===== src/rtl/m65c02_lu_pipe.sv =====
// Pipelined logic unit for the M65C02A ALU: TRB/AND/ORA/EOR, RMB/SMB masks and BIT flags.
// Global-stall valid/ready pipeline; 8-bit or W-bit operand size selected per op.
module m65c02_lu_pipe #(
  parameter int W      = 16,
  parameter int STAGES = 1
) (
  input  logic         Clk,
  input  logic         Rst,
  input  logic         En,
  output logic         Ack,
  input  logic [2:0]   Op,
  input  logic         Siz,
  input  logic [2:0]   Bit,
  input  logic [W-1:0] L,
  input  logic [W-1:0] M,
  input  logic         Rdy,
  output logic [W-1:0] Out,
  output logic         Z,
  output logic         N,
  output logic         V,
  output logic         Val
);

  typedef struct packed {
    logic [2:0]   op;
    logic         siz;
    logic [2:0]   bidx;
    logic [W-1:0] l;
    logic [W-1:0] m;
  } req_t;

  logic              adv;
  logic [STAGES:1]   vld_pipe;
  req_t              in_req;
  req_t              cur;
  logic              cur_vld;

  assign adv = ~Val | Rdy;
  assign Ack = adv;
  assign Val = vld_pipe[STAGES];

  // Bubbles carry all-zero data so idle stages never toggle on stale operands.
  always_comb begin
    in_req = '0;
    if (En) in_req = '{op: Op, siz: Siz, bidx: Bit, l: L, m: M};
  end

  always_ff @(posedge Clk) begin
    if (Rst) begin
      vld_pipe <= '0;
    end else if (adv) begin
      vld_pipe[1] <= En;
      for (int k = 2; k <= STAGES; k++) vld_pipe[k] <= vld_pipe[k-1];
    end
  end

  generate
    if (STAGES == 2) begin : g_two
      req_t s1;
      always_ff @(posedge Clk) begin
        if (Rst)      s1 <= '0;
        else if (adv) s1 <= in_req;
      end
      assign cur     = s1;
      assign cur_vld = vld_pipe[1];
    end else begin : g_one
      assign cur     = in_req;
      assign cur_vld = En;
    end
  endgenerate

  logic [7:0]   l8, m8, msk, lo;
  logic         siz_e;
  logic [W-1:0] res;
  logic         rz, rn, rv;

  always_comb begin
    l8    = cur.l[7:0];
    m8    = cur.m[7:0];
    msk   = 8'h01 << cur.bidx;
    siz_e = cur.siz && (W > 8);
    case (cur.op)
      3'b000:  lo = ~l8 & m8;
      3'b001:  lo = l8 & m8;
      3'b010:  lo = l8 | m8;
      3'b011:  lo = l8 ^ m8;
      3'b100:  lo = m8 & ~msk;
      3'b101:  lo = m8 | msk;
      default: lo = m8;
    endcase
    // Z always reflects L&M, as 6502 BIT/TRB/TSB expect, regardless of Op.
    rz = siz_e ? ~|(cur.l & cur.m) : ~|(l8 & m8);
    rn = siz_e ? cur.m[W-1] : m8[7];
    rv = siz_e ? cur.m[W-2] : m8[6];
  end

  generate
    if (W > 8) begin : g_wide
      logic [W-1:0] wide;
      always_comb begin
        case (cur.op)
          3'b000:  wide = ~cur.l & cur.m;
          3'b001:  wide = cur.l & cur.m;
          3'b010:  wide = cur.l | cur.m;
          3'b011:  wide = cur.l ^ cur.m;
          default: wide = {cur.m[W-1:8], lo};
        endcase
      end
      // Byte ops leave the accumulator's upper byte untouched.
      assign res = siz_e ? wide : {cur.l[W-1:8], lo};
    end else begin : g_byte
      assign res = lo;
    end
  endgenerate

  always_ff @(posedge Clk) begin
    if (Rst) begin
      Out <= '0;
      Z   <= 1'b0;
      N   <= 1'b0;
      V   <= 1'b0;
    end else if (adv) begin
      if (cur_vld) begin
        Out <= res;
        Z   <= rz;
        N   <= rn;
        V   <= rv;
      end else begin
        Out <= '0;
        Z   <= 1'b0;
        N   <= 1'b0;
        V   <= 1'b0;
      end
    end
  end

endmodule


===== config.mk =====
export PLATFORM = sky130hd
export DESIGN_NAME = m65c02_lu_pipe
export DESIGN_NICKNAME = d
export VERILOG_FILES = /design/src/rtl/m65c02_lu_pipe.sv
export SDC_FILE = /design/constraint.sdc
export NUM_CORES = 1
export LEC_CHECK = 0
export CAP_MARGIN = 40
export CORE_UTILIZATION = 53
export DETAILED_ROUTE_END_ITERATION = 10
export PLACE_DENSITY = 0.83
export SLEW_MARGIN = 10
export SYNTH_ARGS = -nofsm -noshare
export SYNTH_HDL_FRONTEND = slang
export SYNTH_SLANG_ARGS = --single-unit

===== constraint.sdc =====
create_clock -name Clk -period 2.5 [get_ports Clk]
set_input_delay 0.25 -clock Clk [delete_from_list [all_inputs] [get_ports Clk]]
set_output_delay 0.25 -clock Clk [all_outputs]
set_load 0.05 [all_outputs]

# After elaboration in Yosys (flattened, before gate mapping)
# Cells that the tools add are included.
[word_totals]
regBits = 20
[op_classes]
eq_ne = 5
n_shift = 1
n_mux = 11
bitwise = 15
reduce_logical = 5
[op_table]
columns = ["operator", "count"]
rows = [
  ["$pmux W16 S4", 1],
  ["$pmux W8 S6", 1],
  ["$mux W39", 1],
  ["$and A16 B16 Y16", 2],
  ["$mux W16", 2],
  ["$and A8 B8 Y8", 3],
  ["$not A16 Y16", 1],
  ["$not A8 Y8", 2],
  ["$or A16 B16 Y16", 1],
  ["$or A8 B8 Y8", 2],
  ["$reduce_or A16 Y1", 1],
  ["$xor A16 B16 Y16", 1],
  ["$reduce_or A8 Y1", 1],
  ["$shl A1 B3 Y8 const A", 1],
  ["$xor A8 B8 Y8", 1],
  ["$eq A3 B2 Y1 const B", 2],
  ["$eq A3 B3 Y1 const B", 2],
  ["$mux W1", 6],
  ["$eq A3 B1 Y1 const B", 1],
  ["$logic_not A3 Y1", 1],
  ["$logic_not A1 Y1", 2],
  ["$not A1 Y1", 1],
  ["$or A1 B1 Y1", 1],
]

# Depth between registers and ports, before layout
[logic_depth]
word_depth = 8
depth_mapped = 12

# Least setup slack after synthesis
# Ideal clock, no wire load.
[synth_path]
path_type = "input to register"
from = "input port En"
to = "register Out[3]"
t_arrival_ns = 1.837
required_time_ns = 2.384
setup_slack_ns = 0.547
path_stages = 10
path_cell_list = "buf_4 buf_6 buf_2 and2_1 ha_1 nor2b_1 o21ai_1 o2111ai_1 a22o_1 a31o_1"
[synth_between]
elab_chain_len = 8
word_cells_on_any_way = 25
cone_classes = "5 x eq/ne; 1 x shift; 5 x mux; 13 x bitwise; 1 x reduce/logical"
[synth_lines]
columns = ["element", "line_no", "rtl"]
rows = [
  ["from (decl)", "9", "input logic En,"],
  ["$mux W39", "45", "if (En) in_req = '{op: Op, siz: Siz, bidx: Bit, l: L, m: M};"],
  ["$shl A1 B3 Y8", "80", "msk = 8'h01 << cur.bidx;"],
  ["$not A8 Y8", "87", "3'b100: lo = m8 & ~msk;"],
  ["$and A8 B8 Y8", "87", ""],
  ["$pmux W8 S6", "82", "case (cur.op)"],
  ["$pmux W16 S4", "101", "case (cur.op)"],
  ["$mux W16", "110", "assign res = siz_e ? wide : {cur.l[W-1:8], lo};"],
  ["$mux W16 *", "123", "if (cur_vld) begin"],
  ["to (signal assigned)", "124", "Out <= res;"],
  ["to (decl)", "17", "output logic [W-1:0] Out,"],
]
# Mark *: on every way between the ends. The rest lies on a longest branch, timed or not.
# A chain may end at the register's enable or synchronous reset.

# Worst setup path in the final report
# Same ends and word-level chain as after synthesis.

==> results.txt <==
----------------------------------------------------
[Synth]
  Area share of xor/xnor cells in the synthesized design ... 0%
  Syn. warnings ... 0
  Cell type with the largest total area after synthesis ... sky130_fd_sc_hd__ha_1
  Mean instance size in the synthesized netlist ... 7.34 um2
  Leading cell types by total area after synthesis ... sky130_fd_sc_hd__ha_1, sky130_fd_sc_hd__dfxtp_1, sky130_fd_sc_hd__nand2_1
  Synth cell types ... 63
  Post-synthesis sequential element count ... 20
  Post-synthesis compound-gate area fraction ... 27.8%
  EDFF count, synth ... 0
  Predominant post-synthesis flop cell ... sky130_fd_sc_hd__dfxtp_1
  Multiplexer area fraction after synthesis ... 1.49%
  Synthesized Nets ... 503
  Post-synth ARST share ... 0%
  Netlist area before placement ... 3030 um2
  Adder-cell area share of the yosys netlist ... 19.9%
  Sequential cell area fraction in the yosys report ... 13.2%
  Largest family of logic cells by synthesized area ... compound AO/OA/AOI/OAI gates
  Gate count after technology mapping ... 412
  Share of the synthesized area in the top cell type ... 19.9%
  Fraction of the mapped netlist area in simple logic gates ... 26.3%

[Worst setup path]
  Master of the slowest instance on the critical path ... sky130_fd_sc_hd__buf_2
  Worst Reg2Reg Path Length in Cells ... 6
  Worst setup EP type ... flop
  Delay contributed by the slowest stage of the critical path ... 500 ps
  Cell breakdown of the critical path ... buf_2 -> nand2_1 -> ha_1 -> nor2b_1 -> o21ai_1 -> o2111ai_1 -> a22o_1 -> a31o_1
  CP Class ... in2reg
  Worst endpoint required time ... 2680 ps
  Worst Path Max Fanout ... 39
  Arrival time of data at the critical path endpoint ... 2170 ps
  Element type at the critical path start ... primary input

[Clock tree]
  Hold-fix buffer count after cts ... 0
  Total clock buffers created by CTS ... 3
  Number of gates given a new drive strength after cts ... 0
  Reg clk slew, reported paths ... 100 ps
  Setup fix buffers added after clock tree synthesis ... 0
  Worst skew pair latency ... 280 ps
  Number of buffers between clock root and the deepest sink ... 2
  Clock root cell ... sky130_fd_sc_hd__clkbuf_8
  Number of sinks handled by clock tree synthesis ... 20
  CTS tree ... built
  Maximum level of the CTS H-tree ... 1

[Drt]
  First-iteration detailed-routing DRC count ... 291
  Number of design rule violations left after detail routing ... 0
  Vias per cell ... 6.15
  Vias after detailed routing ... 3316
  Wire per inst ... 16.4 um
  Post-route antenna net violation count ... 0
  Total Wirelength ... 8.84 mm
  Drt pass-1 iters ... 5

[STA]
  RSZ-0062 raised after global routing ... false
  Total setup violations reported at the end of the flow ... 0
  Share of the cycle needed by the critical path after routing ... 79.2%
  Hold Worst Slack ... 490 ps
  Transition at the pin with the smallest max-transition slack ... 671 ps
  Worst setup margin ... 519 ps
  Worst clock skew on the final layout ... 3.73 ps
  Slew Limit Headroom ... 54.9%
  Final Hold Fails ... 0
  Count of final max-slew check failures ... 0
  Final worst path period need ... 1980 ps
  TNS Setup ... 0 ps
  Maximum clock rate ... 505 MHz

[GRT]
  Antenna violations before repair ... 0
  Global-route total usage across every layer ... 29.8%
  Vias in the first global route ... 3038
  Total global routing overflow ... 0
  Maximum number of pins on one net before global-route repair ... 40
  Global-route wire length before repair ... 14.4 mm

[Finish]
  Multi-input gate area ... 2280 um2
  Filler instances ... 454
  Register area ... 400 um2
  Synth-to-layout area growth ... 24.0%
  Commonest non-fill, non-tap cells in the layout ... sky130_fd_sc_hd__clkdlybuf4s50_1, sky130_fd_sc_hd__nand2_1, sky130_fd_sc_hd__ha_1
  Commonest non-fill, non-tap cell in the layout ... sky130_fd_sc_hd__clkdlybuf4s50_1
  Final design area excluding fillers ... 3750 um2
  Net count, final ... 559
  Diodes inserted ... 0
  Fraction of layout instances using a drive strength above 1 ... 8.14%

[Place]
  Routability-driven placement congestion ratio ... 0.939
  Post-place instance area ... 3680 um2
  PortBufs ... 63
  Half-perimeter wire length after detailed placement ... 6.56 mm
  Post-Place Worst Slack ... 246 ps

[Floorplan]
  Overall die width ... 77.6 um
  Die Y ... 77.6 um
  Core Box Area ... 5510 um2
  Count of boundary I/O pins ... 64
  Floorplan die area ... 6010 um2
  Row Count ... 27
  Initial Utilization ... 54.9%

[Pwr]
  Max IR drop VDD ... 0.212 mV
  Pwr Density ... 328 nW/um2
  LEAKAGE ... 1.66 nW

[Job]
  Max-cap violation count ... 0

[Worst hold path]
  Number of stages on the worst hold path ... 2
  Path class of the lowest-slack min-delay path ... reg2reg

[Run status]
  Result of the run ... finished clean

----------------------------------------------------
==> Yosys cell counts, types with 2 or more instances <==
cell type,number
sky130_fd_sc_hd__inv_1,36
sky130_fd_sc_hd__and3b_1,3
sky130_fd_sc_hd__o211ai_1,3
sky130_fd_sc_hd__clkbuf_2,2
sky130_fd_sc_hd__o2111ai_1,11
sky130_fd_sc_hd__a221oi_1,8
sky130_fd_sc_hd__clkbuf_1,5
sky130_fd_sc_hd__nor2_1,27
sky130_fd_sc_hd__nand4_1,9
sky130_fd_sc_hd__a221o_1,3
sky130_fd_sc_hd__a31o_1,5
sky130_fd_sc_hd__dfxtp_1,20
sky130_fd_sc_hd__a31oi_1,4
sky130_fd_sc_hd__o21ai_1,15
sky130_fd_sc_hd__mux2i_1,3
sky130_fd_sc_hd__a21oi_1,16
sky130_fd_sc_hd__ha_1,48
sky130_fd_sc_hd__nand2b_1,4
sky130_fd_sc_hd__nand2_1,51
sky130_fd_sc_hd__and2_0,2
sky130_fd_sc_hd__nor4_1,3
sky130_fd_sc_hd__buf_4,5
sky130_fd_sc_hd__o311a_1,2
sky130_fd_sc_hd__a22oi_1,10
sky130_fd_sc_hd__o31ai_1,3
sky130_fd_sc_hd__and2_1,8
sky130_fd_sc_hd__o21ai_0,28
sky130_fd_sc_hd__nor3_1,4
sky130_fd_sc_hd__nor2b_1,19
sky130_fd_sc_hd__buf_2,9
sky130_fd_sc_hd__o22ai_1,3
sky130_fd_sc_hd__nand3_1,5
sky130_fd_sc_hd__buf_6,8
==> critical path, delay by kind of cell <==
kind	cells	cell delay (ps)
AOI/OAI and AO/OA	4	760
buffers and inverters	1	500
and+or+nand+nor	2	290
adders and majority gates	1	350
==> path summary, 6_finish.rpt <==
| check | slack [ps] | to | startpoint |
|---|---|---|---|
| worst min-delay path | 490 | Out[15] | Out[15] |
| worst min register to register | 490 | Out[15] | Out[15] |
| worst max register to register | 830 | Out[5] | Val |
| worst max-delay path | 520 | Out[3] | En |
==> kinds of logic (layout without fill, tap and decap cells) <==
kind of cell / Yosys count / count (layout)
simple gates: 151 / 151
compound gates: 122 / 122
buf+inv: 67 / 122
fa+ha+maj: 48 / 48
flops: 20 / 20
mux: 4 / 4
==> metal layers <==
layer | wire [um] | global-route usage (%) | vias up
met5 | 0 | 0 | -
met4 | 163 | 7.74 | 0
met3 | 910 | 4.35 | 17
met2 | 3890 | 46.9 | 195
met1 | 3880 | 42.1 | 1526
li1 | - | - | 1578
==> power by group <==
group	leakage (nW)	switching, mW	internal [mW]
Sequential	0.164	0.0105	0.337
Combinational	1.46	0.308	0.214
Clock	0.0357	0.145	0.215
Total	1.66	0.464	0.766
==> state kept, by name (all words and copies together), names as in the netlist <==
| register | count |
|---|---|
| N | 1 |
| Z | 1 |
| V | 1 |
| Out | 16 |
| Val | 1 |
==> layout make-up <==
type	instances	share of cell area (%)
inverters	37	3.70
well taps	72	2.40
clock buffers	3	1.10
clock inverters	1	0.800
multi-input cells	325	60.8
repair buffers	81	20.5
flip-flops and latches	20	10.7
==> per-stage QoR <==
step / utilization (%) / total power, mW / cells
floorplan: - / 0.686 / 412
global placement: 66.8 / 0.857 / 535
detailed placement: 66.8 / 0.868 / 535
CTS: 68.1 / 1.22 / 539
global route: 68.1 / 1.30 / 539
finish: 68.1 / 1.23 / 539
(Power assumes the default switching activity.)
